===== src/rtl/comm_tx_pkg.sv =====
// comm_tx_pkg: register map, status layout and FSM encoding shared by the TX scheduler
package comm_tx_pkg;
    localparam logic [3:0] REG_DATA   = 4'h0;
    localparam logic [3:0] REG_CTRL   = 4'h2;
    localparam logic [3:0] REG_STATUS = 4'h4;
    localparam logic [3:0] REG_GAP    = 4'h6;

    localparam int ST_EMPTY = 0;
    localparam int ST_FULL  = 1;
    localparam int ST_BUSY  = 2;
    localparam int ST_OVF   = 3;
    localparam int ST_TMO   = 4;
    localparam int ST_COUNT = 7;

    localparam int CTRL_EN    = 0;
    localparam int CTRL_FLUSH = 1;
    localparam int CTRL_CLR   = 2;

    localparam int ACK_TMO = 15;

    typedef enum logic [2:0] {
        S_IDLE,
        S_POP,
        S_START,
        S_ACK,
        S_DONE,
        S_GAP
    } state_t;
endpackage


===== src/rtl/comm_tx_fifo.sv =====
// comm_tx_fifo: byte FIFO with flush; full/empty registered from the next-cycle count
module comm_tx_fifo #(
    parameter int DEPTH = 16
) (
    input  logic       clk,
    input  logic       rst,
    input  logic       push,
    input  logic       pop,
    input  logic       flush,
    input  logic [7:0] din,
    output logic [7:0] head,
    output logic [8:0] count,
    output logic [8:0] count_nxt,
    output logic       full,
    output logic       empty
);
    localparam int AW = $clog2(DEPTH);

    logic [7:0]    mem [DEPTH];
    logic [AW-1:0] wptr, rptr;
    logic          do_push, do_pop;

    // a pop frees the slot being written, so a push at full still lands
    assign do_push   = push & (!full | pop) & !flush;
    assign do_pop    = pop & !empty & !flush;
    assign count_nxt = flush ? 9'd0 : count + 9'(do_push) - 9'(do_pop);
    assign head      = mem[rptr];

    // pointers, count and flags
    always_ff @(posedge clk) begin
        if (!rst) begin
            wptr  <= '0;
            rptr  <= '0;
            count <= '0;
            full  <= 1'b0;
            empty <= 1'b1;
        end else begin
            wptr  <= flush ? '0 : do_push ? wptr + AW'(1) : wptr;
            rptr  <= flush ? '0 : do_pop ? rptr + AW'(1) : rptr;
            count <= count_nxt;
            full  <= count_nxt == 9'(DEPTH);
            empty <= count_nxt == 9'd0;
        end
    end

    // storage needs no reset; validity is tracked by count
    always_ff @(posedge clk) begin
        if (do_push) mem[wptr] <= din;
    end
endmodule


===== src/rtl/comm_tx_sched.sv =====
// comm_tx_sched: J1-visible TX FIFO feeding the UART TX core with a programmable inter-byte gap
module comm_tx_sched
    import comm_tx_pkg::*;
#(
    parameter int          DEPTH   = 16,
    parameter logic [15:0] GAP_RST = 16'd0
) (
    input  logic        clk,
    input  logic        rst,
    input  logic [15:0] d_in,
    input  logic        cs,
    input  logic [3:0]  addr,
    input  logic        rd,
    input  logic        wr,
    output logic [15:0] d_out,
    output logic [7:0]  tx_data,
    output logic        tx_start,
    input  logic        tx_busy,
    output logic        irq_empty
);
    state_t      state, state_nxt;
    logic        en, ovf, tmo, tmo_set, ovf_set;
    logic        wr_data, wr_ctrl, wr_gap, flush, clr, pop;
    logic [15:0] gap_reg, gap_cur, tmr, status;
    logic [7:0]  head;
    logic [8:0]  count, count_nxt;
    logic        full, empty;

    assign wr_data = cs & wr & (addr == REG_DATA);
    assign wr_ctrl = cs & wr & (addr == REG_CTRL);
    assign wr_gap  = cs & wr & (addr == REG_GAP);
    assign flush   = wr_ctrl & d_in[CTRL_FLUSH];
    assign clr     = wr_ctrl & d_in[CTRL_CLR];
    assign pop     = state == S_POP;
    assign ovf_set = wr_data & full & !pop & !flush;

    comm_tx_fifo #(.DEPTH(DEPTH)) u_fifo (
        .clk       (clk),
        .rst       (rst),
        .push      (wr_data),
        .pop       (pop),
        .flush     (flush),
        .din       (d_in[7:0]),
        .head      (head),
        .count     (count),
        .count_nxt (count_nxt),
        .full      (full),
        .empty     (empty)
    );

    // next state; tmr restarts on every state change and times both ACK and GAP
    always_comb begin
        state_nxt = state;
        tmo_set   = 1'b0;
        case (state)
            S_IDLE:  if (en && !empty && !tx_busy) state_nxt = S_POP;
            S_POP:   state_nxt = S_START;
            S_START: state_nxt = S_ACK;
            S_ACK: begin
                if (tx_busy) state_nxt = S_DONE;
                else if (tmr == 16'(ACK_TMO - 1)) begin
                    state_nxt = S_GAP;
                    tmo_set   = 1'b1;
                end
            end
            S_DONE:  if (!tx_busy) state_nxt = S_GAP;
            S_GAP:   if (tmr == gap_cur) state_nxt = S_IDLE;
            default: state_nxt = S_IDLE;
        endcase
    end

    // FSM state, timer and registered TX-side outputs; gap is sampled per byte at POP
    always_ff @(posedge clk) begin
        if (!rst) begin
            state     <= S_IDLE;
            tmr       <= '0;
            tx_start  <= 1'b0;
            tx_data   <= '0;
            gap_cur   <= '0;
            irq_empty <= 1'b1;
        end else begin
            state     <= state_nxt;
            tmr       <= (state_nxt != state) ? '0 : tmr + 16'd1;
            tx_start  <= state_nxt == S_START;
            tx_data   <= pop ? head : tx_data;
            gap_cur   <= pop ? gap_reg : gap_cur;
            irq_empty <= (count_nxt == 9'd0) && (state_nxt == S_IDLE);
        end
    end

    // firmware control registers and sticky error flags; a new error wins over a clear
    always_ff @(posedge clk) begin
        if (!rst) begin
            en      <= 1'b0;
            ovf     <= 1'b0;
            tmo     <= 1'b0;
            gap_reg <= GAP_RST;
        end else begin
            en      <= wr_ctrl ? d_in[CTRL_EN] : en;
            ovf     <= ovf_set | (ovf & !clr);
            tmo     <= tmo_set | (tmo & !clr);
            gap_reg <= wr_gap ? d_in : gap_reg;
        end
    end

    // read mux, zero unless a read strobe hits a readable register
    always_comb begin
        status                  = '0;
        status[ST_COUNT +: 9]   = count;
        status[ST_TMO]          = tmo;
        status[ST_OVF]          = ovf;
        status[ST_BUSY]         = state != S_IDLE;
        status[ST_FULL]         = full;
        status[ST_EMPTY]        = empty;
        d_out = !(cs && rd) ? 16'd0 :
                addr == REG_STATUS ? status :
                addr == REG_GAP ? gap_reg : 16'd0;
    end
endmodule


===== config.mk =====
export PLATFORM = sky130hd
export DESIGN_NAME = comm_tx_sched
export DESIGN_NICKNAME = d
export VERILOG_FILES = /design/src/rtl/comm_tx_pkg.sv /design/src/rtl/comm_tx_fifo.sv /design/src/rtl/comm_tx_sched.sv
export SDC_FILE = /design/constraint.sdc
export NUM_CORES = 1
export LEC_CHECK = 0
export BUFFER_PORTS_ARGS = -buffer_cell sky130_fd_sc_hd__buf_2
export CAP_MARGIN = 10
export CORE_UTILIZATION = 50
export CTS_BUF_LIST = sky130_fd_sc_hd__clkbuf_4
export DETAILED_ROUTE_END_ITERATION = 10
export PLACE_DENSITY = 0.7
export SLEW_MARGIN = 20
export SYNTH_ARGS = -nofsm -noshare
export SYNTH_HDL_FRONTEND = slang
export SYNTH_SLANG_ARGS = --single-unit

===== constraint.sdc =====
create_clock -name clk -period 3.4 [get_ports clk]
set_clock_uncertainty 0.05 [all_clocks]
set_input_delay 0.34 -clock clk [delete_from_list [all_inputs] [get_ports clk]]
set_output_delay 0.34 -clock clk [all_outputs]
set_load 0.03 [all_outputs]

* After elaboration in Yosys (flattened, before gate mapping) *
Memories as Yosys holds them, arrays and structs flattened. A register that Yosys moved wholly into a read port is not among the register bits.
Cells that the tools add are included.

word-level totals
  output and inout bits = 26
  register bits = 75
  memories kept = 1
  logic and storage cells = 85
  RAM bits = 128

cells by class
  muxes and demuxes = 15
  add/sub/neg operators = 5
  equality and inequality tests = 13
  bitwise gates (word level) = 19
  reduce and logical (&&, ||, !) cells = 18

memory list
  memory      depth  width  read ports  clocked after Yosys merged registers in  write ports  line                text
  u_fifo.mem  16     8      1           1                                        1            comm_tx_fifo.sv:19  logic [7:0] mem [DEPTH];

operators with widths
  cell                   number
  $mux 16                3
  $pmux 3 s6             1
  $add 16x1->16 const B  1
  $eq 16x16->1           1
  $eq 16x4->1 const B    1
  $and 1x1->1            15
  $mux 3                 5
  $add 9x1->9            1
  $eq 3x2->1 const B     3
  $eq 9x5->1 const B     1
  $logic_not 9->1        1
  $mux 9                 1
  $sub 9x1->9            1
  $add 4x1->4 const B    2
  $eq 4x3->1 const B     2
  $logic_not 1->1        7
  $eq 3x3->1 const B     2
  $logic_not 3->1        2
  $mux 1                 5
  $eq 4x2->1 const B     1
  $logic_and 1x1->1      4
  $logic_not 4->1        1
  $reduce_or 2->1        2
  $eq 3x1->1 const B     1
  other kinds (4)        6

* Longest topological paths before layout *
Gate-level depths: netlist of run 1.

  depth in word-level cells = 10
  gate-level depth with buffers = 14
  gate-level depth less buffers = 13

* Cells and area by module *
From an unflattened synthesis of run 1, not the netlist that was laid out.

unflattened totals
  cell total of the unflattened synthesis = 729
  area total of the unflattened synthesis = 9384.0 µm²

by module, submodules not included
  module         area each (µm²)  instances  cells each
  comm_tx_fifo   6377.4           1          356
  comm_tx_sched  3006.6           1          373

* Least setup slack after synthesis of run 1 *
OpenSTA, ideal clock, no wires.

  path type = register to register
  from = reg state[2]
  to = reg irq_empty
  required time = 3264 ps
  stages on the path, launching flop included = 15
  arrival time = 3270 ps
  period minus slack after synthesis = 3406 ps
  slack = -6 ps
  setup time = 86 ps
  buffers on the path = 1
  cells stage by stage = dfxtp_1 > clkbuf_1 > nor2_1 > nand2_2 > a311oi_2 > ha_1 > inv_1 > ha_1 > fa_1 > a21o_1 > a21oi_1 > xor2_1 > nor2b_1 > or4b_4 > a221oi_2

between the ends
  elaborated cells between the ends (all ways) = 23

RTL lines
  element                   line                 text
  start, declared           comm_tx_sched.sv:21  state_t state, state_nxt;
  start signal, assigned    comm_tx_sched.sv:82  state <= state_nxt;
  $eq 3x1->1                comm_tx_sched.sv:34  assign pop = state == S_POP;
  $and 1x1->1 (2 in a row)  comm_tx_fifo.sv:25   assign do_pop = pop & !empty & !flush;
  via u_fifo.do_pop         comm_tx_fifo.sv:21   logic do_push, do_pop;
  $sub 9x1->9               comm_tx_fifo.sv:26   assign count_nxt = flush ? 9'd0 : count + 9'(do_push) - 9'(do_pop);
  $mux 9                    comm_tx_fifo.sv:26
  $logic_not 9->1           comm_tx_sched.sv:87  irq_empty <= (count_nxt == 9'd0) && (state_nxt == S_IDLE);
  $logic_and 1x1->1         comm_tx_sched.sv:87
  end signal, assigned      comm_tx_sched.sv:87
  end, declared             comm_tx_sched.sv:19  output logic irq_empty

The timed path passes the listed nets, and every way through them passes these cells.
A chain may end at the register's enable or synchronous reset.

* Final worst setup path of run 1 *
  from = reg state[1]
  to = reg irq_empty

The elaborated chain is that of the path after synthesis.

==> results of run 1 <==
[logic make-up after synthesis]
logic type,after synthesis,synth area share
and+or+nand+nor,241,0.122
DFF,211,0.611
AOI/OAI and AO/OA,92,0.0667
buffers and inverters,62,0.0292
xor gates and xnor gates,44,0.0436
muxes,43,0.103
adders and majority gates,17,0.0244
[metal layers]
| metal | vias up | wire length [um] | share of wire |
|---|---|---|---|
| met5 | - | 0 | 0 |
| met3 | 33 | 1080 | 0.055 |
| met4 | 0 | 354 | 0.018 |
| met2 | 173 | 9720 | 0.49 |
| met1 | 2917 | 8560 | 0.43 |
| li1 | 2826 | - | - |
[worst paths after layout]
check / start / to / slack (ns)
max reg2reg: state[1] / irq_empty / 0.22
max: state[1] / irq_empty / 0.22
min reg2reg: tx_data[2] / tx_data[2] / 0.41
min: d_in[3] / u_fifo.mem[6][3] / 0.05
[where the power goes]
group | leakage, nW | total (W) | switching [W] | internal [W]
Combinational | 1.40 | 0.000555 | 0.000321 | 0.000234
Sequential | 1.82 | 0.00280 | 0.0000497 | 0.00275
Clock | 0.373 | 0.00200 | 0.00102 | 0.000981
[cell usage after synthesis, types with 4 or more instances]
library cell / count / share of area
a21oi_1: 49 / 0.027
a22oi_1: 13 / 0.011
a31oi_1: 4 / 0.0028
buf_1: 4 / 0.0017
buf_2: 9 / 0.0050
clkbuf_1: 24 / 0.010
dfxtp_1: 83 / 0.18
edfxtp_1: 128 / 0.43
ha_1: 16 / 0.022
inv_1: 22 / 0.0092
mux4_2: 40 / 0.10
nand2_1: 103 / 0.043
nand3_1: 14 / 0.0078
nand4_1: 9 / 0.0062
nor2_1: 77 / 0.032
nor3_1: 6 / 0.0033
xnor2_1: 26 / 0.025
xor2_1: 17 / 0.017
[worst max-delay path, stage by stage (launching register included)]
cell,delay (ns)
dfxtp_1,0.31
nor2_1,0.15
nand2_2,0.10
a311oi_4,0.29
ha_1,0.17
inv_1,0.04
ha_1,0.20
fa_1,0.41
a21o_1,0.20
a21oi_1,0.18
xor2_1,0.21
nor2b_1,0.08
or4b_4,0.49
a221oi_2,0.22
[what timing repair did]
item                       CTS  global route
gates resized for setup      0             1
hold endpoints to repair    65             0
hold buffers                13             0
setup endpoints to repair    0             2
[cell type report]
| type | instances | area, um^2 |
|---|---|---|
| clock buffer | 71 | 533 |
| tap | 225 | 282 |
| timing repair buffer | 93 | 603 |
| sequential | 211 | 5510 |
| inverter | 22 | 82.6 |
| fill | 1390 | 7040 |
| antenna | 1 | 2.50 |
| clock inverter | 23 | 105 |
| multi-input combinational | 437 | 3260 |
[through the flow]
stage | setup slack, ns | std cells | hold WS, ns
2_1_floorplan | 0.0398 | 710 | 0.383
3_3_place_gp | 0.0275 | 975 | 0.400
3_5_place_dp | -0.0785 | 975 | 0.404
4_1_cts | 0.176 | 1082 | 0.00152
5_1_grt | 0.0366 | 1083 | 0.00957
6_report | 0.215 | 1083 | 0.0476
==> impl_metrics.yaml, run 1 <==
run_status:
  status: "finished clean"
synth:
  syn_area_per_cell_um2: 12.7
  synth_nets: 753
  ys_ff_latch: 211
  syn_inst: 710
  yosysWarnings: 0
  synthDistinctLibCells: 60
  synth_area_um2: 9010
  synth-seq-area-share: 0.611
  synth_ff_type: "edfxtp_1"
  synth_edf_count: 128
  synth-async-reset-ratio: 0
place:
  place_area_um2: 9600
  gp_congestion: 0.928
  dp_hpwl_mm: 13.7
  port_buffers: 51
grt:
  grt_busiest_layer: "met2"
  grt_use_met3: 0.0503
  grt_start_max_net_pins: 40
  grt_pass1_vias: 6050
  grt.overflow.total: 0
  antenna_found_initial: 1
  grt_use_total: 0.223
  use_met2: 0.360
  grt_pass1_wl_mm: 31.0
  grt_use_met1: 0.294
floorplan:
  start_util: 0.517
  num_rows: 48
  dieArea_um2: 18600
  ios: 52
  die_h_um: 136
  coreArea_um2: 17400
  die_w_um: 136
critical_path:
  start_kind: "flip-flop"
  cp-end-kind: "flip-flop"
  crit_required_ns: 3.94
  critical_path_class: "flip-flop to flip-flop"
  worstPathMaxFanout: 3
  cp.arrival_ns: 3.73
  reg2regPathDepth: 13
pwr:
  power_density_nw_per_um2: 516
  finalPower_w: 0.00535
  cellLeakagePower_nw: 3.59
  vdd_ir_drop_max_mv: 0.376
clock_network:
  insertion_delay_ns: 0.67
  numCtsBuffers: 52
  htree_levels: 2
  cts_sinks: 211
  path_clk_slew_ns: 0.08
  cts_tree: "done"
  clk_path_buf_depth: 3
  post_cts_buffers: 0
  cts_root_buf: "clkbuf_4"
timing:
  setup-tns-final_ns: 0
  setup_violations: 0
  hold_viol: 0
  worst_pin_slew_ns: 0.928
  fin_crit_ns: 3.18
  rsz0062_at_grt: "false"
  finalCritPeriodShare: 0.937
  slew_viol_final: 0
  slew_headroom: 0.382
  max_freq_mhz: 314
cells_and_area:
  final_cell_mix: "edfxtp_1 (128), nand2_1 (103), dfxtp_1 (82), nor2_1 (77), clkbuf_4 (71)"
  syn2layout_area_growth_pct: 15.1
  nets: 860
  postLayoutCoreUtil: 0.596
  largest_reg_flops: 128
  layout_commonest_cell: "edfxtp_1"
  top_register: "u_fifo.mem"
  drive_gt1_frac: 0.246
  design_area_um2: 10400
run:
  max_cap_violations: 0
route:
  route.detailed.wl_per_inst_um: 18.2
  drt-vias-per-instance: 5.49
  dr_total_vias: 5949
  ant_nets: 0
  drt_iter0_markers: 517
  firstDrtPassIters: 5
  drc_errors: 0
  wirelength_mm: 19.7
worst_hold_path:
  hold_depth: 1
  hp-class: "input pin to flip-flop"
Power figures use the tool's default switching activity.
==> run 2, diff against run 1 <==
--- a/config.mk
+++ b/config.mk
@@ -9,6 +9,5 @@
 export CAP_MARGIN = 10
-export CORE_UTILIZATION = 50
+export CORE_UTILIZATION = 30
 export CTS_BUF_LIST = sky130_fd_sc_hd__clkbuf_4
 export DETAILED_ROUTE_END_ITERATION = 10
-export PLACE_DENSITY = 0.7
 export SLEW_MARGIN = 20
==> constraint.sdc (replaced) <==
create_clock -name clk -period 3.4 [get_ports clk]
set_clock_uncertainty 0.05 [all_clocks]
set_input_delay 0.51 -clock clk [delete_from_list [all_inputs] [get_ports clk]]
set_output_delay 0.51 -clock clk [all_outputs]
set_load 0.03 [all_outputs]
==> impl_metrics.yaml, run 2 (synthesized netlist as in run 1, its figures left out) <==
pwr:
  power.switching_w: 0.00136
  finalPower_w: 0.00539
  power_density_nw_per_um2: 512
  combPwrFrac: 0.106
  clockPowerShare: 0.376
  vdd_ir_drop_max_mv: 0.217
  cell_internal_pwr_w: 0.00403
  netSwitchingFraction: 0.252
  cellLeakagePower_nw: 3.61
  pwr-share-seq: 0.518
grt:
  grt_use_total: 0.133
  grt.overflow.total: 0
  antenna_found_initial: 1
  grt_pass1_wl_mm: 31.7
  grt_start_max_net_pins: 36
  grt_pass1_vias: 5827
place:
  gp_congestion: 0.823
  dp_hpwl_mm: 13.9
  post-place-ws_ns: -0.205
  dp_cells: 1151
  port_buffers: 51
floorplan:
  die_h_um: 175
  dieArea_um2: 30700
  num_rows: 63
  start_util: 0.305
  ios: 52
  coreArea_um2: 29600
  die_w_um: 175
clock_network:
  post_cts_buffers: 0
  cts_tree: "done"
  clk_path_buf_depth: 3
  cts_sinks: 211
  cts_resized: 0
  cts_root_buf: "clkbuf_4"
  cts_hold_buf: 1
  numCtsBuffers: 54
  htree_levels: 2
  path_clk_slew_ns: 0.07
  insertion_delay_ns: 0.68
critical_path:
  crit_required_ns: 3.91
  rrSetupSlack_ns: 0.21
  cp.arrival_ns: 3.69
  r2r-start: "state[1]"
  start_kind: "flip-flop"
  cp-end-kind: "flip-flop"
  worstPathMaxFanout: 3
  critical_path_class: "flip-flop to flip-flop"
  reg2regPathDepth: 13
  reg2reg_to: "irq_empty"
route:
  drt-vias-per-instance: 4.69
  drc_errors: 0
  dr_total_vias: 5811
  firstDrtPassIters: 5
  ant_nets: 0
  route.detailed.wl_per_inst_um: 16.0
  drt_iter0_markers: 356
  wirelength_mm: 19.8
cells_and_area:
  stdcell_count: 1240
  syn2layout_area_growth_pct: 17.0
  drive_gt1_frac: 0.267
  final_cell_mix: "edfxtp_1 (128), nand2_1 (103), dfxtp_1 (82), nor2_1 (77), clkbuf_4 (77)"
  largest_reg_flops: 128
  layout_commonest_cell: "edfxtp_1"
  nets: 861
  top_register: "u_fifo.mem"
worst_hold_path:
  hold_depth: 3
  holdCritStartpoint: "d_in[15]"
  whs_endpoint: "gap_reg[15]"
  hp-class: "input pin to flip-flop"
timing:
  worst_pin_slew_ns: 0.928
  setup_violations: 0
  rsz0062_at_grt: "false"
  slew_viol_final: 0
  slew_headroom: 0.381
  setup-tns-final_ns: 0
  finalCritPeriodShare: 0.937
  hold_viol: 0
  fin_crit_ns: 3.19
  max_freq_mhz: 314
  fin_ws_ns: 0.215
  worst_hold_slack_ns: 0.0564
run_status:
  status: "finished clean"
run:
  max_cap_violations: 0
## run 2: cell count changes in the layout (fill, tap and decap cells not counted), moves of 2 or more
cell / delta
clkbuf_4: +6
dlygate4sd3_1: -12
inv_6: +2
clkinv_2: -2
clkinv_1: -11
buf_4: +10
## run 2: cell type report
type	count	area [um^2]
diodes	1	2.50
inverters	22	82.6
multi-input cells	437	3250
clock buffers	77	578
well taps	390	488
clock inverters	10	60.1
flip-flops and latches	211	5510
fillers	2893	19000
repair buffers	92	578
## run 2: power by group through the flow
| stage | clock [W] | combinational [W] | sequential [W] |
|---|---|---|---|
| 3_5_place_dp | 0 | 0.000562 | 0.00285 |
| 6_report | 0.00203 | 0.000571 | 0.00279 |
| 3_3_place_gp | 0 | 0.000555 | 0.00285 |
| 2_1_floorplan | 0 | 0.000371 | 0.00284 |
| 5_1_grt | 0.00223 | 0.000622 | 0.00279 |
| 4_1_cts | 0.00211 | 0.000565 | 0.00279 |
## run 2: critical path: stages (launching register included)
cell and delay [ns]:
dfxtp_1 0.32, nor2_1 0.16, nand2_2 0.08, a311oi_2 0.32, ha_1 0.19, inv_1 0.04
ha_1 0.20, fa_2 0.34, a21o_1 0.20, a21oi_2 0.15, xor2_1 0.22, nor2b_1 0.08
or4b_4 0.49, a221oi_2 0.21
## run 2: worst max path at each step
| stage | from | to | slack (ns) |
|---|---|---|---|
| finish | state[1] | irq_empty | 0.21 |
| global route | state[1] | u_fifo.empty | 0.06 |
| CTS | state[1] | u_fifo.full | 0.21 |
| detailed placement | cs | irq_empty | -0.20 |
| global placement | cs | irq_empty | -0.16 |
| floorplan | addr[3] | irq_empty | -0.12 |
## run 2: stage by stage
stage	cell area (um^2)	util
2_1_floorplan	9010	-
6_report	10500	0.357
5_1_grt	10500	0.357
4_1_cts	10500	0.357
3_3_place_gp	9890	0.335
3_5_place_dp	9890	0.335
## run 2: layer usage
metal	vias to the layer above	global-route usage	wire length, um
met5	-	0	0
met4	0	0.0533	532
met3	45	0.0307	962
met2	145	0.211	9340
met1	2795	0.175	8950
li1	2826	-	-
==> run 3, diff against run 2 <==
PLACE_DENSITY = 0.51   (was unset)
==> impl_metrics.yaml, run 3 (synthesized netlist as in run 1, its figures left out) <==
pwr:
  cell_internal_pwr_w: 0.00414
  vdd_ir_drop_max_mv: 0.253
  netSwitchingFraction: 0.259
  cellLeakagePower_nw: 3.69
  combPwrFrac: 0.102
  power_density_nw_per_um2: 522
  finalPower_w: 0.00559
  pwr-share-seq: 0.500
  power.switching_w: 0.00145
  clockPowerShare: 0.397
clock_network:
  cts_root_buf: "clkbuf_4"
  path_clk_slew_ns: 0.07
  insertion_delay_ns: 0.71
  post_cts_buffers: 0
  numCtsBuffers: 57
  clk_path_buf_depth: 3
  htree_levels: 2
  cts_sinks: 211
  cts_tree: "done"
critical_path:
  reg2reg_to: "irq_empty"
  worstPathMaxFanout: 3
  crit_path_end: "irq_empty"
  cpPeakStageDelay_ns: 0.49
  cp_num_buf_inv: 1
  critPathTopFamily: "compound AO/OA/AOI/OAI gates"
  cpMaxStageDelayCell: "or4b_4"
  r2r-start: "state[1]"
  reg2regPathDepth: 13
  crit_required_ns: 3.92
  cp-end-kind: "flip-flop"
  critical_path_class: "flip-flop to flip-flop"
  path_cells: "nor2_1 -> nand2_2 -> a311oi_2 -> ha_1 -> inv_1 -> ha_1 -> fa_2 -> a21o_1 -> a21oi_2 -> xor2_1 -> nor2b_1 -> or4b_4 -> a221oi_2"
  crit_start: "state[1]"
  cp.arrival_ns: 3.65
  crit_top_cell: "ha_1"
  rrSetupSlack_ns: 0.27
  start_kind: "flip-flop"
  worst-path-stages: 13
timing:
  rsz0062_at_grt: "false"
  setup_violations: 0
  max_freq_mhz: 319
  slew_headroom: 0.410
  worst_pin_slew_ns: 0.886
  finalCritPeriodShare: 0.921
  setup-tns-final_ns: 0
  worst_hold_slack_ns: 0.0734
  fin_crit_ns: 3.13
  fin_ws_ns: 0.270
  hold_viol: 0
  slew_viol_final: 0
floorplan:
  ios: 52
  num_rows: 63
  die_w_um: 175
  die_h_um: 175
  start_util: 0.305
  dieArea_um2: 30700
  coreArea_um2: 29600
route:
  drt_iter0_markers: 231
  dr_total_vias: 5852
  drc_errors: 0
  firstDrtPassIters: 4
  route.detailed.wl_per_inst_um: 16.5
  wirelength_mm: 20.8
  drt-vias-per-instance: 4.64
  ant_nets: 0
grt:
  grt_pass1_vias: 5960
  grt_pass1_wl_mm: 33.3
  antenna_found_initial: 1
  grt_use_total: 0.140
  grt_start_max_net_pins: 36
  grt.overflow.total: 0
cells_and_area:
  largest_reg_flops: 128
  nets: 871
  layout_commonest_cell: "edfxtp_1"
  multiInputGateArea_um2: 3250
  final_cell_mix: "edfxtp_1 (128), nand2_1 (103), clkbuf_4 (84), dfxtp_1 (82), nor2_1 (77)"
  nFillCells: 2932
  drive_gt1_frac: 0.276
  syn2layout_area_growth_pct: 18.8
  register_area_um2: 5510
  top_register: "u_fifo.mem"
worst_hold_path:
  hp-class: "input pin to flip-flop"
place:
  post-place-ws_ns: -0.149
  dp_hpwl_mm: 14.4
  port_buffers: 51
  gp_congestion: 0.810
run:
  max_cap_violations: 0
run_status:
  status: "finished clean"
[run 3: cell count changes in the layout (fill, tap and decap cells not counted)]
cell           delta
a221oi_2          +1
clkinv_2          +4
clkinv_1          +4
dlygate4sd3_1     +6
buf_4             +1
a221oi_1          -1
clkbuf_4          +7
[run 3: metal layers]
layer,GRT usage,vias to the layer above,wire length (um)
li1,-,2861,-
met1,0.186,2822,9630
met2,0.226,125,9700
met3,0.0279,44,914
met4,0.0522,0,530
met5,0,-,0
[run 3: layout make-up]
cell class	count	share of cell area
Antenna cell	1	0.000234
Clock buffer	84	0.0589
Clock inverter	18	0.00888
Inverter	22	0.00771
Multi-Input combinational cell	437	0.304
Sequential cell	211	0.514
Tap cell	390	0.0456
Timing Repair Buffer	99	0.0603
[run 3: through the flow]
| stage | cells | area, um^2 | utilization |
|---|---|---|---|
| after detailed placement | 1152 | 9900 | 0.335 |
| after floorplan | 710 | 9010 | - |
| after global placement | 1152 | 9900 | 0.335 |
| final | 1262 | 10700 | 0.362 |
| after global routing | 1262 | 10700 | 0.362 |
| after CTS | 1261 | 10700 | 0.362 |
[run 3: worst register-to-register path, stage by stage, from the launching register on]
cell and delay, ns:
dfxtp_1 0.32, nor2_1 0.14, nand2_2 0.08, a311oi_2 0.29, ha_1 0.18, inv_1 0.04
ha_1 0.20, fa_2 0.35, a21o_1 0.21, a21oi_2 0.16, xor2_1 0.19, nor2b_1 0.08
or4b_4 0.49, a221oi_2 0.23
[run 3: how the worst min path moves through the flow]
stage | from | to | cells past startpoint
after floorplan | gap_reg[5] | gap_cur[5] | 2
after global placement | tx_data[3] | tx_data[3] | 2
after detailed placement | tx_data[0] | tx_data[0] | 2
after CTS | d_in[10] | gap_reg[10] | 3
after global routing | d_in[10] | gap_reg[10] | 3
final | d_in[10] | gap_reg[10] | 3
[run 3: what timing repair did]
item / 4_1_cts / 5_1_grt
resized for setup: 0 / 1
hold buffers: 7 / 0
endpoints found under the hold margin: 7 / 0
setup endpoints to repair: 0 / 1
[run 3: power groups by stage]
stage	Sequential (W)	Combinational [W]	Clock [W]
6_report	0.00280	0.000573	0.00222
5_1_grt	0.00280	0.000642	0.00245
2_1_floorplan	0.00284	0.000371	0
4_1_cts	0.00280	0.000570	0.00232
3_5_place_dp	0.00286	0.000562	0
3_3_place_gp	0.00286	0.000558	0
